`src/rtl/multi_adder_display_if.sv`:
```
// Touchscreen/display link between lcd_module (master) and the adder display block (slave).
interface multi_adder_display_if;
    logic        input_valid;
    logic [31:0] input_value;
    logic [5:0]  display_number;
    logic        display_valid;
    logic [39:0] display_name;
    logic [31:0] display_value;

    modport master (
        output input_valid, input_value, display_number,
        input  display_valid, display_name, display_value
    );

    modport slave (
        input  input_valid, input_value, display_number,
        output display_valid, display_name, display_value
    );
endinterface

```
`src/rtl/multi_adder_display.sv`:
```
// NUM_OPS-operand adder, CHUNK bits per cycle, with carry-in and overflow count;
// operands, result, overflow count and FSM status are published to lcd_module.
module multi_adder_display #(
    parameter int WIDTH   = 32,
    parameter int NUM_OPS = 4,
    parameter int CHUNK   = 8
) (
    input  logic                 clk,
    input  logic                 resetn,
    input  logic [2:0]           input_sel,
    input  logic                 sw_cin,
    input  logic                 sw_start,
    output logic                 led_busy,
    output logic                 led_done,
    output logic                 led_cout,
    multi_adder_display_if.slave lcd
);
    localparam int NCHUNK = WIDTH / CHUNK;
    localparam int CW     = (NCHUNK > 1) ? $clog2(NCHUNK) : 1;
    localparam int OW     = $clog2(NUM_OPS);
    localparam int OVW    = $clog2(NUM_OPS + 1);
    localparam int SW     = CHUNK + 1;
    localparam logic [WIDTH-1:0] CMASK = WIDTH'((33'd1 << CHUNK) - 33'd1);
    localparam logic [3:0] NOPS        = 4'(NUM_OPS);
    localparam logic [5:0] SLOT_OPEND  = 6'(NUM_OPS);
    localparam logic [5:0] SLOT_RES    = 6'(NUM_OPS + 1);
    localparam logic [5:0] SLOT_OVF    = 6'(NUM_OPS + 2);
    localparam logic [5:0] SLOT_STATE  = 6'(NUM_OPS + 3);

    typedef enum logic [1:0] {IDLE = 2'd0, RUN = 2'd1, DONE = 2'd2} state_t;

    state_t           state, state_nxt;
    logic [WIDTH-1:0] op [NUM_OPS];
    logic [WIDTH-1:0] acc, acc_nxt, result;
    logic [OVW-1:0]   ovf, ovf_nxt, ovf_res;
    logic             carry;
    logic [OW-1:0]    op_idx, slot_k;
    logic [CW-1:0]    chunk_idx;
    logic             start_q, start_edge, load_en, run_entry;
    logic             last_chunk, last_op;
    logic [31:0]      bit_lo;
    logic [CHUNK-1:0] acc_chunk, op_chunk, sum_s;
    logic             sum_c;
    logic             disp_valid_nxt;
    logic [39:0]      disp_name_nxt;
    logic [31:0]      disp_value_nxt;
    logic             unused_in;

    // Touchscreen bits above WIDTH are dropped on load.
    assign unused_in  = ^lcd.input_value;

    assign start_edge = sw_start & ~start_q;
    assign load_en    = lcd.input_valid && (state != RUN) && ({1'b0, input_sel} < NOPS);
    assign run_entry  = (state != RUN) && start_edge;
    assign last_chunk = (chunk_idx == CW'(NCHUNK - 1));
    assign last_op    = (op_idx == OW'(NUM_OPS - 1));

    always_ff @(posedge clk or negedge resetn) begin
        if (!resetn) begin
            state <= IDLE;
        end else begin
            state <= state_nxt;
        end
    end

    // A start edge in DONE takes priority over a simultaneous operand load.
    always_comb begin
        state_nxt = state;
        case (state)
            IDLE:    if (start_edge) state_nxt = RUN;
            RUN:     if (last_chunk && last_op) state_nxt = DONE;
            DONE: begin
                if (start_edge)   state_nxt = RUN;
                else if (load_en) state_nxt = IDLE;
            end
            default: state_nxt = IDLE;
        endcase
    end

    always_comb begin
        bit_lo         = 32'(chunk_idx) * 32'(CHUNK);
        acc_chunk      = CHUNK'(acc >> bit_lo);
        op_chunk       = CHUNK'(op[op_idx] >> bit_lo);
        {sum_c, sum_s} = {1'b0, acc_chunk} + {1'b0, op_chunk} + SW'(carry);
        acc_nxt        = (acc & ~(CMASK << bit_lo)) | (WIDTH'(sum_s) << bit_lo);
        ovf_nxt        = ovf + OVW'(sum_c);
    end

    always_ff @(posedge clk or negedge resetn) begin
        if (!resetn) begin
            for (int i = 0; i < NUM_OPS; i++) op[i] <= '0;
        end else if (load_en) begin
            op[input_sel[OW-1:0]] <= lcd.input_value[WIDTH-1:0];
        end
    end

    // Carry ripples between chunks of one operand; the chunk carry-out of the
    // top chunk goes to the overflow counter instead.
    always_ff @(posedge clk or negedge resetn) begin
        if (!resetn) begin
            start_q   <= 1'b0;
            acc       <= '0;
            carry     <= 1'b0;
            ovf       <= '0;
            op_idx    <= '0;
            chunk_idx <= '0;
            result    <= '0;
            ovf_res   <= '0;
        end else begin
            start_q <= sw_start;
            if (run_entry) begin
                acc       <= '0;
                carry     <= sw_cin;
                ovf       <= '0;
                op_idx    <= '0;
                chunk_idx <= '0;
            end else if (state == RUN) begin
                acc <= acc_nxt;
                if (last_chunk) begin
                    ovf       <= ovf_nxt;
                    carry     <= 1'b0;
                    chunk_idx <= '0;
                    op_idx    <= last_op ? '0 : op_idx + OW'(1);
                    if (last_op) begin
                        result  <= acc_nxt;
                        ovf_res <= ovf_nxt;
                    end
                end else begin
                    carry     <= sum_c;
                    chunk_idx <= chunk_idx + CW'(1);
                end
            end
        end
    end

    always_comb begin
        disp_valid_nxt = 1'b0;
        disp_name_nxt  = '0;
        disp_value_nxt = '0;
        slot_k         = OW'(lcd.display_number - 6'd1);
        if (lcd.display_number >= 6'd1 && lcd.display_number <= SLOT_OPEND) begin
            disp_valid_nxt = 1'b1;
            disp_name_nxt  = {"OP_", 8'h30 + 8'(slot_k), " "};
            disp_value_nxt = 32'(op[slot_k]);
        end else if (lcd.display_number == SLOT_RES) begin
            disp_valid_nxt = 1'b1;
            disp_name_nxt  = "RESUL";
            disp_value_nxt = 32'(result);
        end else if (lcd.display_number == SLOT_OVF) begin
            disp_valid_nxt = 1'b1;
            disp_name_nxt  = "OVFCN";
            disp_value_nxt = 32'(ovf_res);
        end else if (lcd.display_number == SLOT_STATE) begin
            disp_valid_nxt = 1'b1;
            disp_name_nxt  = "STATE";
            disp_value_nxt = {state, 14'd0, 8'(op_idx), 8'(chunk_idx)};
        end
    end

    always_ff @(posedge clk or negedge resetn) begin
        if (!resetn) begin
            lcd.display_valid <= 1'b0;
            lcd.display_name  <= '0;
            lcd.display_value <= '0;
        end else begin
            lcd.display_valid <= disp_valid_nxt;
            lcd.display_name  <= disp_name_nxt;
            lcd.display_value <= disp_value_nxt;
        end
    end

    assign led_busy = (state != RUN);
    assign led_done = (state != DONE);
    assign led_cout = (ovf_res == '0);
endmodule

```
`src/flat_wrapper.sv`:
```
// flat-port wrapper written by rule: the top's interface ports become plain ports
module multi_adder_display_flat 
#(
    parameter int WIDTH   = 32,
    parameter int NUM_OPS = 4,
    parameter int CHUNK   = 8
)
  (clk, resetn, input_sel, sw_cin, sw_start, led_busy, led_done, led_cout, lcd_input_valid, lcd_input_value, lcd_display_number, lcd_display_valid, lcd_display_name, lcd_display_value);
  multi_adder_display_if lcd_i ();
  input  logic clk;
  input  logic resetn;
  input  logic [2:0] input_sel;
  input  logic sw_cin;
  input  logic sw_start;
  output logic led_busy;
  output logic led_done;
  output logic led_cout;
  input wire logic [$bits(lcd_i.input_valid)-1:0] lcd_input_valid;
  input wire logic [$bits(lcd_i.input_value)-1:0] lcd_input_value;
  input wire logic [$bits(lcd_i.display_number)-1:0] lcd_display_number;
  output wire logic [$bits(lcd_i.display_valid)-1:0] lcd_display_valid;
  output wire logic [$bits(lcd_i.display_name)-1:0] lcd_display_name;
  output wire logic [$bits(lcd_i.display_value)-1:0] lcd_display_value;
  assign lcd_i.input_valid = lcd_input_valid;
  assign lcd_i.input_value = lcd_input_value;
  assign lcd_i.display_number = lcd_display_number;
  assign lcd_display_valid = lcd_i.display_valid;
  assign lcd_display_name = lcd_i.display_name;
  assign lcd_display_value = lcd_i.display_value;
  multi_adder_display #(.WIDTH(WIDTH), .NUM_OPS(NUM_OPS), .CHUNK(CHUNK)) u_core (.clk(clk), .resetn(resetn), .input_sel(input_sel), .sw_cin(sw_cin), .sw_start(sw_start), .led_busy(led_busy), .led_done(led_done), .led_cout(led_cout), .lcd(lcd_i));
endmodule
```
`config.mk`:
```
export PLATFORM = sky130hd
export DESIGN_NAME = multi_adder_display_flat
export DESIGN_NICKNAME = d
export VERILOG_FILES = /design/src/rtl/multi_adder_display_if.sv /design/src/rtl/multi_adder_display.sv /design/src/flat_wrapper.sv
export SDC_FILE = /design/constraint.sdc
export NUM_CORES = 1
export LEC_CHECK = 0
export BUFFER_PORTS_ARGS = -buffer_cell sky130_fd_sc_hd__buf_2
export CAP_MARGIN = 10
export CORE_UTILIZATION = 54
export DETAILED_ROUTE_END_ITERATION = 6
export MAX_ROUTING_LAYER = met4
export PLACE_DENSITY = 0.78
export SYNTH_ARGS = -nofsm -noshare
export SYNTH_HDL_FRONTEND = slang
export SYNTH_SLANG_ARGS = --single-unit
```
`constraint.sdc`:
```
create_clock -name clk -period 3.36 [get_ports clk]
set_clock_uncertainty 0.15 [all_clocks]
set_input_delay 0.336 -clock clk [delete_from_list [all_inputs] [get_ports clk]]
set_output_delay 0.336 -clock clk [all_outputs]
set_load 0.01 [all_outputs]
```
# Word level (Yosys, flattened, before mapping)
# Index checks and enable logic that the tools add are counted.
dict set report word_totals {
  register_bits 279
  latch_bits 0
  mem_bits_rw 0
  mem_bits_ro 0
  in_bits 46
  output_inout_bits 76
  elab_cells 109
  memories 0
}
dict set report op_classes {
  add_sub_neg 7
  mul 0
  div_mod_pow 0
  n_lt_le_gt_ge 7
  eq_ne 12
  shift 4
  muxes 41
  bitwise_logic 9
  reduce_logical 13
}
# cell n
set op_table {}
lappend op_table {{32-bit two-way mux} 11}
lappend op_table {{32-bit binary-select mux with 2-bit select} 2}
lappend op_table {{128-bit bitwise mux} 1}
lappend op_table {{40-bit two-way mux} 3}
lappend op_table {{32-bit demux with 2-bit select} 1}
lappend op_table {{32-bit by 5-bit >> shifter with 8-bit output} 2}
lappend op_table {{39-bit two-way mux} 1}
lappend op_table {{32-bit AND} 1}
lappend op_table {{32-bit inverter} 1}
lappend op_table {{32-bit bitwise OR} 1}
lappend op_table {{8-bit by 5-bit left shift with 32-bit output} 1}
lappend op_table {{8-bit by 5-bit left shift with 32-bit output (first input constant)} 1}
lappend op_table {{2-bit two-way mux} 11}
lappend op_table {{6-bit by 3-bit == test with 1-bit output (second input constant)} 3}
lappend op_table {{8-bit by 8-bit adder with 9-bit output} 1}
lappend op_table {{9-bit by 1-bit adder with 9-bit output} 1}
lappend op_table {{3-bit >= comparator (second input constant)} 3}
lappend op_table {{3-bit two-way mux} 3}
lappend op_table {{2-bit inverter with 3-bit output} 3}
lappend op_table {{6-bit by 2-bit adder with 7-bit output (first input constant)} 1}
lappend op_table {{1-bit two-way mux} 7}
lappend op_table {{2-bit == test (second input constant)} 3}
lappend op_table {{6-bit by 1-bit >= comparator with 1-bit output (second input constant)} 1}
lappend op_table {{6-bit by 3-bit less-or-equal comparator with 1-bit output (second input constant)} 1}
lappend op_table {{other kinds (19)} 29}

# Logic depth before layout (Yosys ltp)
# Gate-level depths: netlist (run 1).
dict set report logic_depth {
  depth_word 11
  mapped_depth 16
  mapped_depth_nobuf 14
}

# Worst setup path before layout (run 1)
# Ideal clock, no wire load.
dict set report synth_timing {
  kind {flip-flop to flip-flop}
  from {register u_core.op_idx[1]}
  to {register u_core.ovf[1]}
  setup_ns 0.121
  arrival_time_ns 3.421
  required_ns 3.089
  slack_ns -0.332
  path_stages_with_launch 15
  n_path_buf 2
  synth_period_minus_slack_ns 3.692
  cell_sequence {dfrtp_1 -> clkbuf_1 -> clkbuf_1 -> mux4_2 -> mux4_2 -> inv_1 -> fa_1 -> fa_1 -> nand2b_1 -> a21oi_1 -> a211oi_1 -> o21ai_0 -> ha_1 -> ha_1 -> a22o_1}
}
dict set report synth_between {
  elab_chain_len 11
}
# element line
set synth_rtl {}
lappend synth_rtl {{from (decl)} multi_adder_display.sv:37} ;# logic [OW-1:0] op_idx, slot_k;
lappend synth_rtl {{from (signal assigned)} multi_adder_display.sv:123} ;# op_idx <= last_op ? '0 : op_idx + OW'(1);
lappend synth_rtl {{2-bit inverter with 3-bit output (implied by the code)} multi_adder_display.sv:83} ;# op_chunk = CHUNK'(op[op_idx] >> bit_lo);
lappend synth_rtl {{32-bit binary-select mux with 2-bit select} multi_adder_display.sv:83}
lappend synth_rtl {{32-bit two-way mux (implied by the code) (2 in a row)} multi_adder_display.sv:83}
lappend synth_rtl {{32-bit by 5-bit >> shifter with 8-bit output} multi_adder_display.sv:83}
lappend synth_rtl {{8-bit by 8-bit adder with 9-bit output} multi_adder_display.sv:84} ;# {sum_c, sum_s} = {1'b0, acc_chunk} + {1'b0, op_chunk} + SW'(carry);
lappend synth_rtl {{9-bit by 1-bit adder with 9-bit output} multi_adder_display.sv:84}
lappend synth_rtl {{3-bit by 1-bit adder with 3-bit output} multi_adder_display.sv:86} ;# ovf_nxt = ovf + OVW'(sum_c);
lappend synth_rtl {{net u_core.ovf_nxt[1]} multi_adder_display.sv:35} ;# logic [OVW-1:0] ovf, ovf_nxt, ovf_res;
lappend synth_rtl {{3-bit two-way mux} multi_adder_display.sv:119} ;# if (last_chunk) begin
lappend synth_rtl {{3-bit two-way mux} multi_adder_display.sv:117} ;# end else if (state == RUN) begin
lappend synth_rtl {{3-bit two-way mux} multi_adder_display.sv:111} ;# if (run_entry) begin
lappend synth_rtl {{to (signal assigned)} multi_adder_display.sv:120} ;# ovf <= ovf_nxt;
lappend synth_rtl {{to (decl)} multi_adder_display.sv:35}
# The timed path passes the listed nets, and every way through them passes these cells. The select of a mux whose other input is x is not followed.
# A chain may end at the register's enable or synchronous reset.

# Worst setup path in the final report (run 1)
dict set report layout_timing {
  from {register u_core.op_idx[0]}
  to {register u_core.ovf[1]}
}
# Same word-level chain as after synthesis.

==> impl_table.tex, run 1 <==
\begin{tabular}{lr}
\hline
Metric & Value \\
\hline
\multicolumn{2}{l}{\textbf{Global routing}} \\
\quad GR Util All Layers & 0.2843 \\
\quad Number of antenna violations at the first check in global routing & 1 \\
\quad Pin count of the biggest net entering global routing & 112 \\
\quad Overflow left after global routing & 0 \\
\quad Via count of the first global-routing pass & 8719 \\
\quad Wire length of the first global-routing pass & 49650 um \\
\multicolumn{2}{l}{\textbf{Worst setup path}} \\
\quad Required time at the worst-slack endpoint & 3.63 ns \\
\quad Nature of the critical path startpoint & flop \\
\quad Worst setup startpoint & u\_core.op\_idx[0] \\
\quad Number of cells traversed by the worst register-to-register path & 13 \\
\quad Reg-to-reg startpoint & u\_core.op\_idx[0] \\
\quad Critical path fanouts, max & 6 \\
\quad Arrival time of the worst setup path & 3.82 ns \\
\quad Endpoint class of the critical path & flop \\
\quad Crit Path Category & flop to flop \\
\multicolumn{2}{l}{\textbf{Min path}} \\
\quad Worst min-delay path category & input port to flop \\
\quad Hold Path Depth & 3 \\
\quad HP Start & input\_sel[2] \\
\multicolumn{2}{l}{\textbf{STA}} \\
\quad Final Max Slew Viols & 0 \\
\quad Minimum clock period after layout & 3.556 ns \\
\quad Highest achievable clock rate & 281.2 MHz \\
\quad Slew @ Worst Pin & 0.8875 ns \\
\quad Number of setup violations in the final report & 24 \\
\quad Worst relative slew slack & 0.4083 \\
\quad Crit share post-route & 1.058 \\
\quad Hold Fails Final Rpt & 0 \\
\quad Final setup slack of the worst path & -0.1964 ns \\
\quad Setup repair after global routing missed its margin & yes \\
\multicolumn{2}{l}{\textbf{Finish}} \\
\quad Nets@finish & 1137 \\
\quad Area of the multi-input gates & 5695 um2 \\
\quad Fraction of final layout cells sized beyond drive strength 1 & 0.4107 \\
\quad Fill cells & 1544 \\
\quad Storage element area & 6357 um2 \\
\quad Layout Area Growth over Synthesis & 19.52\% \\
\quad Final standard cell utilization of the core & 0.6679 \\
\multicolumn{2}{l}{\textbf{Floorplan}} \\
\quad Die outline width & 153.2 um \\
\quad Initial standard-cell utilization of the core & 0.5588 \\
\quad Die height & 153.2 um \\
\quad Area of the core & 22090 um2 \\
\quad Count of boundary I/O pins & 122 \\
\quad Overall die area & 23470 um2 \\
\quad Row count & 54 \\
\multicolumn{2}{l}{\textbf{Synth}} \\
\quad Share of async-settable or async-resettable flops after synthesis & 1.000 \\
\quad Total of flip-flops plus latches after synthesis & 254 \\
\quad Top cell type's share of synthesized area & 0.5148 \\
\quad Yosys cell types & 57 \\
\quad Number of warnings issued by yosys & 0 \\
\quad Netlist Area Pre-Place & 12350 um2 \\
\quad Cell types with the largest area share after synthesis & sky130\_fd\_sc\_hd\_\_dfrtp\_1 51\%, sky130\_fd\_sc\_hd\_\_mux4\_2 13\%, sky130\_fd\_sc\_hd\_\_mux2\_2 11\% \\
\quad Instance count of the mapped netlist & 911 \\
\quad Most common flop cell mapped by yosys & sky130\_fd\_sc\_hd\_\_dfrtp\_1 \\
\quad Post-synth EDFFs & 0 \\
\quad Largest area contributor in the netlist & sky130\_fd\_sc\_hd\_\_dfrtp\_1 \\
\quad Most frequent cell after synthesis & sky130\_fd\_sc\_hd\_\_dfrtp\_1 \\
\quad Post-synth top cells & 254 x sky130\_fd\_sc\_hd\_\_dfrtp\_1, 125 x sky130\_fd\_sc\_hd\_\_mux2\_2, 79 x sky130\_fd\_sc\_hd\_\_nand2\_1, 69 x sky130\_fd\_sc\_hd\_\_mux4\_2, 54 x sky130\_fd\_sc\_hd\_\_o21ai\_0 \\
\quad Sequential fraction of the synthesis area & 0.5148 \\
\quad Average size of a mapped cell & 13.55 um2 \\
\multicolumn{2}{l}{\textbf{Clock network}} \\
\quad TritonCTS Sinks & 254 \\
\quad Buffer levels on the longest clock path & 3 \\
\quad Number of buffers created by CTS & 27 \\
\quad Clock tree from TritonCTS & built \\
\quad Clock tree root driver cell & sky130\_fd\_sc\_hd\_\_clkbuf\_16 \\
\quad Number of H-tree branching levels & 1 \\
\quad Clk Latency, worst-skew pair & 0.54 ns \\
\quad CTS clock-pin slew for the worst setup and hold paths & 0.06 ns \\
\multicolumn{2}{l}{\textbf{Pwr}} \\
\quad Power density cells & 1047 nW/um2 \\
\quad LEAKAGE & 6.862 nW \\
\quad Tot Pwr & 15.45 mW \\
\quad Max IR drop VDD & 0.7888 mV \\
\multicolumn{2}{l}{\textbf{Place}} \\
\quad GP Congestion & 0.9159 \\
\quad HPWL Detailed & 21720 um \\
\quad PortBufs & 110 \\
\multicolumn{2}{l}{\textbf{Detailed routing}} \\
\quad Violation count after the first detailed-route iteration & 786 \\
\quad Via density & 6.340 \\
\quad \# DRC & 0 \\
\quad Routed vias & 8667 \\
\quad Aggregate routed wire length & 31730 um \\
\quad Number of detailed-routing iterations run before antenna repair & 5 \\
\quad DRT antenna net count & 0 \\
\quad Detail-routed net length per standard cell & 23.21 um \\
\multicolumn{2}{l}{\textbf{Run}} \\
\quad Max Cap Viol & 0 \\
\multicolumn{2}{l}{\textbf{Run status}} \\
\quad Result of the run & finished, violations left \\
\quad Violated checks & setup timing \\
\hline
\end{tabular}
timing repair:
| item | CTS | global route |
|---|---|---|
| setup buffers | 0 | 4 |
| setup endpoints to repair | 21 | 31 |
| resized for setup | 16 | 39 |
| hold buffers | 37 | 0 |
| pin swaps | 6 | 16 |
| endpoints found under the hold margin | 240 | 0 |
final timing paths:
kind / slack, ns / endpoint
setup / recovery: -0.20 / u_core.ovf[1]
setup reg to reg: -0.20 / u_core.ovf[1]
max in group asynchronous: 1.90 / u_core.lcd.display_value[29]
min in group asynchronous: 0.29 / u_core.op[91]
hold reg to reg: 0.34 / u_core.result[25]
hold / removal: 0.03 / u_core.state[1]
flip-flops by register name, summed over array words and instances, names as in the netlist, 2 cells and up:
signal,cells
u_core.chunk_idx,2
u_core.lcd.display_name,15
u_core.op,128
u_core.result,32
u_core.op_idx,2
u_core.acc,32
u_core.ovf_res,3
u_core.ovf,3
u_core.state,2
u_core.lcd.display_value,32
kinds of logic after synthesis:
logic type	share of synthesized area
buffers and inverters	0.04236
XOR/XNOR	0.004256
AO/OA/AOI/OAI	0.08877
adder cells (fa/ha/maj)	0.02250
flip-flops	0.5148
AND/OR/NAND/NOR	0.05766
other	0.0003037
multiplexers	0.2694
placed cells by master, fill, tap and decap left out, types with 11 or more instances in the layout:
master                          Yosys  layout
sky130_fd_sc_hd__nand2_1           79      75
sky130_fd_sc_hd__inv_1             15      13
sky130_fd_sc_hd__a21oi_1           29      25
sky130_fd_sc_hd__buf_2             18     109
sky130_fd_sc_hd__conb_1             1      11
sky130_fd_sc_hd__nor2_1            33      33
sky130_fd_sc_hd__buf_4             30      40
sky130_fd_sc_hd__mux4_2            69      74
sky130_fd_sc_hd__a22o_1            43      43
sky130_fd_sc_hd__dfrtp_1          254     253
sky130_fd_sc_hd__ha_1              19      12
sky130_fd_sc_hd__dlygate4sd3_1      0      37
sky130_fd_sc_hd__o21ai_0           54      39
sky130_fd_sc_hd__clkbuf_16          0      27
sky130_fd_sc_hd__mux2_2           125     125
metrics by stage:
step | worst slack (ns) | std cells | setup TNS [ns] | instance area [um2] | hold WS [ns]
6_report | -0.1964 | 1367 | -1.312 | 14760 | 0.02772
5_1_grt | -0.2979 | 1367 | -3.840 | 14760 | 0.02971
4_1_cts | -0.1936 | 1362 | -0.9713 | 14580 | 0.01203
3_5_place_dp | -0.2134 | 1280 | -1.465 | 13350 | 0.3092
3_3_place_gp | -0.1433 | 1280 | -0.7267 | 13350 | 0.3081
2_1_floorplan | -0.04848 | 921 | -0.04848 | 12430 | -0.1096
layer usage:
layer,wire length [um],GRT usage,up-vias
met3,2223,0.06067,72
met4,835,0.08802,0
li1,-,-,3672
met1,12850,0.3691,4528
met2,15820,0.4508,395
met5,0,-,-
cell type report:
type / instances / area share
Antenna cell: 1 / 0.0001696
Inverter: 17 / 0.004324
Clock inverter: 6 / 0.003985
Tap cell: 280 / 0.02374
Multi-Input combinational cell: 570 / 0.3860
Timing Repair Buffer: 200 / 0.09810
Sequential cell: 254 / 0.4308
Clock buffer: 39 / 0.05291
critical path, stage by stage, from the launching register on:
cell and delay, ns:
sky130_fd_sc_hd__dfrtp_2 0.43, sky130_fd_sc_hd__buf_12 0.14, sky130_fd_sc_hd__mux4_2 0.49, sky130_fd_sc_hd__mux4_2 0.51
sky130_fd_sc_hd__inv_2 0.09, sky130_fd_sc_hd__fa_2 0.21, sky130_fd_sc_hd__fa_2 0.20, sky130_fd_sc_hd__nand2b_4 0.13
sky130_fd_sc_hd__a21oi_2 0.05, sky130_fd_sc_hd__a211oi_2 0.29, sky130_fd_sc_hd__o21ai_2 0.14, sky130_fd_sc_hd__ha_4 0.18
sky130_fd_sc_hd__ha_4 0.22, sky130_fd_sc_hd__a22o_1 0.20
power breakdown:
group	leakage, nW	internal, mW	switching, mW
clock network	0.417	1.67	1.19
registers	3.30	4.22	0.962
logic	3.14	3.76	3.64
total	6.86	9.66	5.79
Note: power is estimated with default switching activity, not from simulation.
==> inputs of run 2 (changes only) <==
RECOVER_POWER = 50   (was default)
==> run 2 against run 1 <==
  * The flow finishes with violations (DRC, capacitance limit, slew limit, setup timing)
  * Routed wire length is 0.36% higher
  * Total power hardly changed
  * Maximum frequency hardly changed
  * Count of clock-buffer cells in the layout stayed put
  * Worst hold slack hardly changed
  * Final cell count stayed put
  * Critical path type unchanged
==> impl_table.tex, run 2 (same netlist as run 1, synthesis figures left out) <==
\begin{tabular}{lr}
\hline
Metric & Value \\
\hline
\multicolumn{2}{l}{\textbf{Global routing}} \\
\quad Pin count of the biggest net entering global routing & 112 (unchanged) \\
\quad Via count of the first global-routing pass & 8719 (unchanged) \\
\quad Wire length of the first global-routing pass & 49650 um (unchanged) \\
\quad GR Util All Layers & 0.2843 (unchanged) \\
\quad Number of antenna violations at the first check in global routing & 1 (unchanged) \\
\quad Overflow left after global routing & 0 (unchanged) \\
\multicolumn{2}{l}{\textbf{Finish}} \\
\quad Layout Area Growth over Synthesis & 18.66\% \\
\quad Filler-free cell count of the finished design & 1367 (unchanged) \\
\quad Leading cell types in the layout, fill and taps excluded & 253 x sky130\_fd\_sc\_hd\_\_dfrtp\_1, 125 x sky130\_fd\_sc\_hd\_\_mux2\_2, 75 x sky130\_fd\_sc\_hd\_\_nand2\_1 \\
\quad Number of flip-flops in the largest register & 128 (unchanged) \\
\quad Finished layout cell area & 14650 um2 (-0.72\%) \\
\quad Fill cells & 1588 (+2.8\%) \\
\quad Fraction of final layout cells sized beyond drive strength 1 & 0.3527 (-0.05801) \\
\quad Top register by number of flip-flops & u\_core.op \\
\quad Storage element area & 6357 um2 (unchanged) \\
\quad Commonest non-fill, non-tap cell in the layout & sky130\_fd\_sc\_hd\_\_dfrtp\_1 \\
\quad Area of the multi-input gates & 5695 um2 (unchanged) \\
\quad Nets@finish & 1137 (unchanged) \\
\multicolumn{2}{l}{\textbf{Run status}} \\
\quad Result of the run & finished, violations left \\
\quad Violated checks & DRC, capacitance limit, slew limit, setup timing \\
\multicolumn{2}{l}{\textbf{Pwr}} \\
\quad Power density cells & 1055 nW/um2 (+0.76\%) \\
\quad LEAKAGE & 6.583 nW (-4.1\%) \\
\quad Max IR drop VDD & 0.7908 mV (+0.26\%) \\
\multicolumn{2}{l}{\textbf{Clock network}} \\
\quad Buffer levels on the longest clock path & 3 (unchanged) \\
\quad Clock tree from TritonCTS & built \\
\quad Number of buffers created by CTS & 27 (unchanged) \\
\quad Clk Latency, worst-skew pair & 0.54 ns (about the same) \\
\quad TritonCTS Sinks & 254 (unchanged) \\
\quad Number of H-tree branching levels & 1 (unchanged) \\
\quad Clock tree root driver cell & sky130\_fd\_sc\_hd\_\_clkbuf\_16 \\
\quad CTS clock-pin slew for the worst setup and hold paths & 0.06 ns (about the same) \\
\multicolumn{2}{l}{\textbf{Floorplan}} \\
\quad Area of the core & 22090 um2 (unchanged) \\
\quad Initial standard-cell utilization of the core & 0.5588 (unchanged) \\
\quad Count of boundary I/O pins & 122 (unchanged) \\
\quad Die height & 153.2 um (unchanged) \\
\quad Row count & 54 (unchanged) \\
\quad Overall die area & 23470 um2 (unchanged) \\
\quad Die outline width & 153.2 um (unchanged) \\
\multicolumn{2}{l}{\textbf{Place}} \\
\quad DP Cell Count & 1280 (unchanged) \\
\quad GP Congestion & 0.9159 (unchanged) \\
\quad PortBufs & 110 (unchanged) \\
\quad HPWL Detailed & 21720 um (unchanged) \\
\quad Post-place setup slack & -0.2134 ns (unchanged) \\
\quad Placed cell area & 13350 um2 (unchanged) \\
\multicolumn{2}{l}{\textbf{STA}} \\
\quad Final Max Slew Viols & 112 (+112) \\
\quad Highest achievable clock rate & 281.3 MHz (about the same) \\
\quad Final-layout setup total negative slack & -1.376 ns (-0.06405 ns) \\
\quad Hold Fails Final Rpt & 0 (unchanged) \\
\quad Hold Worst Slack & 0.02761 ns (-0.0001093 ns) \\
\quad Final setup slack of the worst path & -0.1947 ns (+0.001718 ns) \\
\quad Minimum clock period after layout & 3.555 ns (-0.001718 ns) \\
\quad Crit share post-route & 1.058 (about the same) \\
\quad Number of setup violations in the final report & 26 (+8.3\%) \\
\quad Worst relative slew slack & -0.6705 (-1.079) \\
\quad Setup repair after global routing missed its margin & yes \\
\quad Slew @ Worst Pin & 2.506 ns (+1.618 ns) \\
\multicolumn{2}{l}{\textbf{Detailed routing}} \\
\quad Routed vias & 8671 (+0.046\%) \\
\quad Number of detailed-routing iterations run before antenna repair & 7 (+2) \\
\quad Detail-routed net length per standard cell & 23.29 um (+0.36\%) \\
\quad Aggregate routed wire length & 31840 um (+0.36\%) \\
\quad \# DRC & 2 (+2) \\
\quad Violation count after the first detailed-route iteration & 823 (+4.7\%) \\
\quad DRT antenna net count & 0 (unchanged) \\
\quad Via density & 6.343 (about the same) \\
\multicolumn{2}{l}{\textbf{Worst setup path}} \\
\quad Nature of the critical path startpoint & flop \\
\quad Required time at the worst-slack endpoint & 3.63 ns (about the same) \\
\quad Crit Path Category & flop to flop \\
\quad Endpoint class of the critical path & flop \\
\quad Arrival time of the worst setup path & 3.82 ns (about the same) \\
\quad Critical path fanouts, max & 6 (unchanged) \\
\multicolumn{2}{l}{\textbf{Min path}} \\
\quad Worst min-delay path category & input port to flop \\
\multicolumn{2}{l}{\textbf{Run}} \\
\quad Max Cap Viol & 1 (+1) \\
\hline
\end{tabular}
[run 2: cell count changes in the layout (fill, tap and decap cells not counted)]
cell                       previous run  this run
sky130_fd_sc_hd__and2_1               3         2
sky130_fd_sc_hd__buf_12               8         6
sky130_fd_sc_hd__clkbuf_1             6        69
sky130_fd_sc_hd__buf_8                1         0
sky130_fd_sc_hd__buf_2              109        47
sky130_fd_sc_hd__and2_0               1         2
sky130_fd_sc_hd__buf_4               40        39
sky130_fd_sc_hd__clkbuf_4             0         1
sky130_fd_sc_hd__buf_6                5         7
[run 2: layer usage]
layer | part of all wire | track usage | vias to the layer above | wire [um]
li1 | - | - | 3663 | -
met1 | 0.40 | 0.3691 | 4535 | 12700
met2 | 0.50 | 0.4508 | 400 | 15820
met3 | 0.077 | 0.06067 | 73 | 2444
met4 | 0.028 | 0.08802 | 0 | 879
met5 | 0 | - | - | 0
[run 2: worst paths after layout]
| kind | startpoint | end | slack (ns) | cells after the start |
|---|---|---|---|---|
| worst min-delay path | input_sel[2] | u_core.state[1] | 0.03 | 3 |
| worst max register to register | u_core.op_idx[0] | u_core.ovf[1] | -0.19 | 13 |
| min in group asynchronous | resetn | u_core.op[91] | 0.95 | 2 |
| worst min register to register | u_core.result[30] | u_core.result[30] | 0.34 | 2 |
| max in group asynchronous | resetn | u_core.op_idx[0] | 0.49 | 2 |
| worst max-delay path | u_core.op_idx[0] | u_core.ovf[1] | -0.19 | 13 |
[run 2: what timing repair did]
item / 4_1_cts / 5_1_grt
buffers inserted: 0 / 4
hold endpoints to repair: 240 / 0
pin swaps: 6 / 16
endpoints found under the setup margin: 21 / 31
gates resized for setup: 16 / 39
hold buffers: 37 / 0
[run 2: critical path, stage by stage (launching register included)]
cell	delay [ns]
sky130_fd_sc_hd__dfrtp_2	0.43
sky130_fd_sc_hd__buf_12	0.14
sky130_fd_sc_hd__mux4_2	0.49
sky130_fd_sc_hd__mux4_2	0.51
sky130_fd_sc_hd__inv_2	0.09
sky130_fd_sc_hd__fa_2	0.21
sky130_fd_sc_hd__fa_2	0.20
sky130_fd_sc_hd__nand2b_4	0.13
sky130_fd_sc_hd__a21oi_2	0.05
sky130_fd_sc_hd__a211oi_2	0.29
sky130_fd_sc_hd__o21ai_2	0.14
sky130_fd_sc_hd__ha_4	0.18
sky130_fd_sc_hd__ha_4	0.22
sky130_fd_sc_hd__a22o_1	0.20
[run 2: final cells by class]
cell class,count,share of cell area
flip-flops and latches,254,0.4339
well taps,280,0.02391
multi-input cells,570,0.3888
diodes,1,0.0001708
repair buffers,200,0.09155
inverters,17,0.004356
clock inverters,6,0.004014
clock buffers,39,0.05329
[run 2: metrics by stage]
stage	total power, mW	util
floorplan	9.189	-
global placement	11.58	0.6042
detailed placement	11.84	0.6042
CTS	14.89	0.6599
global route	16.16	0.6631
finish	15.45	0.6631
[run 2: report_power, final]
group | internal, mW | switching (mW) | leakage, nW
Sequential | 4.22 | 0.964 | 3.30
Clock | 1.67 | 1.18 | 0.417
Combinational | 3.75 | 3.66 | 2.86
==> inputs of run 3 (changes only) <==
CORE_UTILIZATION = 55   (was 54)
CTS_BUF_LIST = sky130_fd_sc_hd__clkbuf_4   (was default)
PLACE_DENSITY = 0.79   (was 0.78)
==> run 3 against run 2 <==
  * Maximum frequency is 0.13% higher
  * Utilization rose by 2.5 points
  * Largest power group unchanged
  * Design area increased by 2.9%
  * Combinational power rose by 8.6%
  * The flow finishes with violations (capacitance limit, slew limit, setup timing)
  * Register-to-register slack barely moved
  * Die area fell by 1.8%
==> impl_table.tex, run 3 (same netlist as run 1, synthesis figures left out) <==
\begin{tabular}{lr}
\hline
Metric & Value \\
\hline
\multicolumn{2}{l}{\textbf{Worst setup path}} \\
\quad Library cell contributing the largest single delay on the critical path & sky130\_fd\_sc\_hd\_\_mux4\_2 \\
\quad Number of cells traversed by the worst register-to-register path & 15 (+2) \\
\quad Peak per-stage delay on the critical path & 0.50 ns (about the same) \\
\quad Path length in cells of the critical path & 15 (+2) \\
\quad Crit-path leading delay family & multiplexers \\
\quad Reg-to-reg startpoint & u\_core.op\_idx[0] \\
\quad FF-to-FF setup slack & -0.19 ns (about the same) \\
\quad Arrival time of the worst setup path & 3.98 ns (+0.16 ns) \\
\quad Crit Path Category & flop to flop \\
\quad Nature of the critical path startpoint & flop \\
\quad Critical path fanouts, max & 6 (unchanged) \\
\quad Endpoint class of the critical path & flop \\
\quad Required time at the worst-slack endpoint & 3.79 ns (+0.16 ns) \\
\quad Crit path buffers/inverters & 3 (+1) \\
\quad CP cell instances & buf\_12 -> mux4\_2 -> mux4\_2 -> inv\_2 -> fa\_2 -> fa\_2 -> nand2b\_4 -> a21oi\_2 -> a211oi\_2 -> o21ai\_2 -> ha\_4 -> ha\_4 -> buf\_6 -> xnor2\_2 -> o21ai\_1 \\
\quad Worst R2R End & u\_core.ovf\_res[2] \\
\multicolumn{2}{l}{\textbf{STA}} \\
\quad Hold Fails Final Rpt & 0 (unchanged) \\
\quad Setup repair after global routing missed its margin & yes \\
\quad Slew @ Worst Pin & 2.072 ns (-0.4334 ns) \\
\quad Number of setup violations in the final report & 22 (-15\%) \\
\quad Worst relative slew slack & -0.3816 (+0.2889) \\
\quad Final-layout setup total negative slack & -1.904 ns (-0.5279 ns) \\
\quad Crit share post-route & 1.057 (-0.001418) \\
\quad Final setup slack of the worst path & -0.1899 ns (+0.004766 ns) \\
\quad Highest achievable clock rate & 281.7 MHz (+0.13\%) \\
\quad Hold Worst Slack & 0.05868 ns (+0.03107 ns) \\
\quad Final Max Slew Viols & 83 (-26\%) \\
\quad Minimum clock period after layout & 3.550 ns (-0.004766 ns) \\
\multicolumn{2}{l}{\textbf{Run status}} \\
\quad Result of the run & finished, violations left \\
\quad Violated checks & capacitance limit, slew limit, setup timing \\
\multicolumn{2}{l}{\textbf{Detailed routing}} \\
\quad \# DRC & 0 (-2) \\
\quad Aggregate routed wire length & 33370 um (+4.8\%) \\
\quad Detail-routed net length per standard cell & 22.70 um (-2.5\%) \\
\quad Number of detailed-routing iterations run before antenna repair & 6 (-1) \\
\quad Violation count after the first detailed-route iteration & 945 (+15\%) \\
\quad DRT antenna net count & 0 (unchanged) \\
\quad Routed vias & 9190 (+6.0\%) \\
\quad Via density & 6.252 (-1.4\%) \\
\multicolumn{2}{l}{\textbf{Floorplan}} \\
\quad Die height & 151.8 um (-0.90\%) \\
\quad Row count & 54 (unchanged) \\
\quad Count of boundary I/O pins & 122 (unchanged) \\
\quad Initial standard-cell utilization of the core & 0.5640 (+0.005174) \\
\quad Area of the core & 21890 um2 (-0.92\%) \\
\quad Die outline width & 151.8 um (-0.90\%) \\
\quad Overall die area & 23050 um2 (-1.8\%) \\
\multicolumn{2}{l}{\textbf{Global routing}} \\
\quad Overflow left after global routing & 0 (unchanged) \\
\quad Via count of the first global-routing pass & 9344 (+7.2\%) \\
\quad Wire length of the first global-routing pass & 52610 um (+6.0\%) \\
\quad GR Util All Layers & 0.3065 (+0.02224) \\
\quad Number of antenna violations at the first check in global routing & 3 (+2) \\
\quad Pin count of the biggest net entering global routing & 94 (-16\%) \\
\multicolumn{2}{l}{\textbf{Finish}} \\
\quad Top register by number of flip-flops & u\_core.op \\
\quad Leading cell types in the layout, fill and taps excluded & 253 x sky130\_fd\_sc\_hd\_\_dfrtp\_1, 125 x sky130\_fd\_sc\_hd\_\_mux2\_2, 99 x sky130\_fd\_sc\_hd\_\_buf\_2 \\
\quad Fill cells & 1505 (-5.2\%) \\
\quad Filler-free cell count of the finished design & 1470 (+7.5\%) \\
\quad Nets@finish & 1212 (+6.6\%) \\
\quad Final standard cell utilization of the core & 0.6884 (+0.02534) \\
\quad Layout Area Growth over Synthesis & 22.06\% \\
\quad Finished layout cell area & 15070 um2 (+2.9\%) \\
\quad Number of flip-flops in the largest register & 128 (unchanged) \\
\quad Commonest non-fill, non-tap cell in the layout & sky130\_fd\_sc\_hd\_\_dfrtp\_1 \\
\quad Fraction of final layout cells sized beyond drive strength 1 & 0.4469 (+0.09421) \\
\multicolumn{2}{l}{\textbf{Clock network}} \\
\quad Number of buffers created by CTS & 69 (+160\%) \\
\quad Clock tree root driver cell & sky130\_fd\_sc\_hd\_\_clkbuf\_4 \\
\quad Buffer levels on the longest clock path & 3 (unchanged) \\
\quad CTS clock-pin slew for the worst setup and hold paths & 0.07 ns (about the same) \\
\quad Number of H-tree branching levels & 3 (+2) \\
\quad TritonCTS Sinks & 254 (unchanged) \\
\quad Clock tree from TritonCTS & built \\
\quad Clk Latency, worst-skew pair & 0.70 ns (+0.16 ns) \\
\multicolumn{2}{l}{\textbf{Run}} \\
\quad Max Cap Viol & 1 (unchanged) \\
\multicolumn{2}{l}{\textbf{Place}} \\
\quad HPWL Detailed & 22180 um (+2.1\%) \\
\quad GP Congestion & 0.9016 (-1.6\%) \\
\quad DP Cell Count & 1295 (+1.2\%) \\
\quad PortBufs & 110 (unchanged) \\
\quad Post-place setup slack & -0.3016 ns (-0.08819 ns) \\
\quad Placed cell area & 13460 um2 (+0.81\%) \\
\multicolumn{2}{l}{\textbf{Pwr}} \\
\quad Max IR drop VDD & 0.6492 mV (-18\%) \\
\quad LEAKAGE & 7.077 nW (+7.5\%) \\
\quad Tot Pwr & 15.90 mW (+2.9\%) \\
\quad Power density cells & 1055 nW/um2 (about the same) \\
\multicolumn{2}{l}{\textbf{Min path}} \\
\quad Worst min-delay path category & input port to flop \\
\quad Hold Path Depth & 3 (unchanged) \\
\quad Worst Hold Path EP & u\_core.op[41] \\
\quad HP Start & input\_sel[0] \\
\hline
\end{tabular}
-- run 3: layout make-up --
cell class	instances	area (um2)	share of cell area
sequential	254	6357	0.4218
multi-input combinational	570	5756	0.3819
timing repair buffer	233	1718	0.1140
clock buffer	98	735.7	0.04882
tap	280	350.3	0.02325
clock inverter	14	80.08	0.005313
inverter	17	63.81	0.004234
antenna	4	10.01	0.0006642
-- run 3: how the worst max path moves through the flow --
stage	start	endpoint	slack, ns
final	u_core.op_idx[0]	u_core.ovf_res[2]	-0.19
after global placement	u_core.op_idx[0]	u_core.ovf_res[2]	-0.25
after CTS	u_core.op_idx[0]	u_core.ovf_res[2]	-0.22
after global routing	u_core.op_idx[0]	u_core.ovf_res[2]	-0.33
after floorplan	u_core.op_idx[0]	u_core.ovf[1]	-0.05
after detailed placement	u_core.op_idx[0]	u_core.ovf_res[2]	-0.30
-- run 3: power breakdown --
| part | switching (mW) | internal [mW] | leakage [nW] | total [mW] |
|---|---|---|---|---|
| Sequential | 0.961 | 4.22 | 3.30 | 5.18 |
| Clock | 1.26 | 1.40 | 0.496 | 2.66 |
| Combinational | 3.93 | 4.12 | 3.28 | 8.05 |
| Total | 6.15 | 9.75 | 7.08 | 15.9 |
-- run 3: worst reg2reg max path, stage by stage, from the launching register on --
cell and delay [ns]:
sky130_fd_sc_hd__dfrtp_2 0.47, sky130_fd_sc_hd__buf_12 0.17, sky130_fd_sc_hd__mux4_2 0.50, sky130_fd_sc_hd__mux4_2 0.48, sky130_fd_sc_hd__inv_2 0.07, sky130_fd_sc_hd__fa_2 0.21
sky130_fd_sc_hd__fa_2 0.21, sky130_fd_sc_hd__nand2b_4 0.13, sky130_fd_sc_hd__a21oi_2 0.06, sky130_fd_sc_hd__a211oi_2 0.21, sky130_fd_sc_hd__o21ai_2 0.13, sky130_fd_sc_hd__ha_4 0.19
sky130_fd_sc_hd__ha_4 0.16, sky130_fd_sc_hd__buf_6 0.12, sky130_fd_sc_hd__xnor2_2 0.12, sky130_fd_sc_hd__o21ai_1 0.07
-- run 3: what timing repair did --
action	in CTS	in global routing
pin swaps	18	21
setup endpoints to repair	30	46
resized for setup	43	35
setup buffers	12	2
endpoints found under the hold margin	232	0
cloned	1	0
hold buffers	45	0
-- run 3: per-layer routing --
layer  up-vias  global-route usage  part of all wire
li1       3856                   -                 -
met1      4678              0.3938              0.38
met2       539              0.4565              0.48
met3       117             0.08642             0.093
met4         0              0.1357             0.039
met5         -                   -                 0
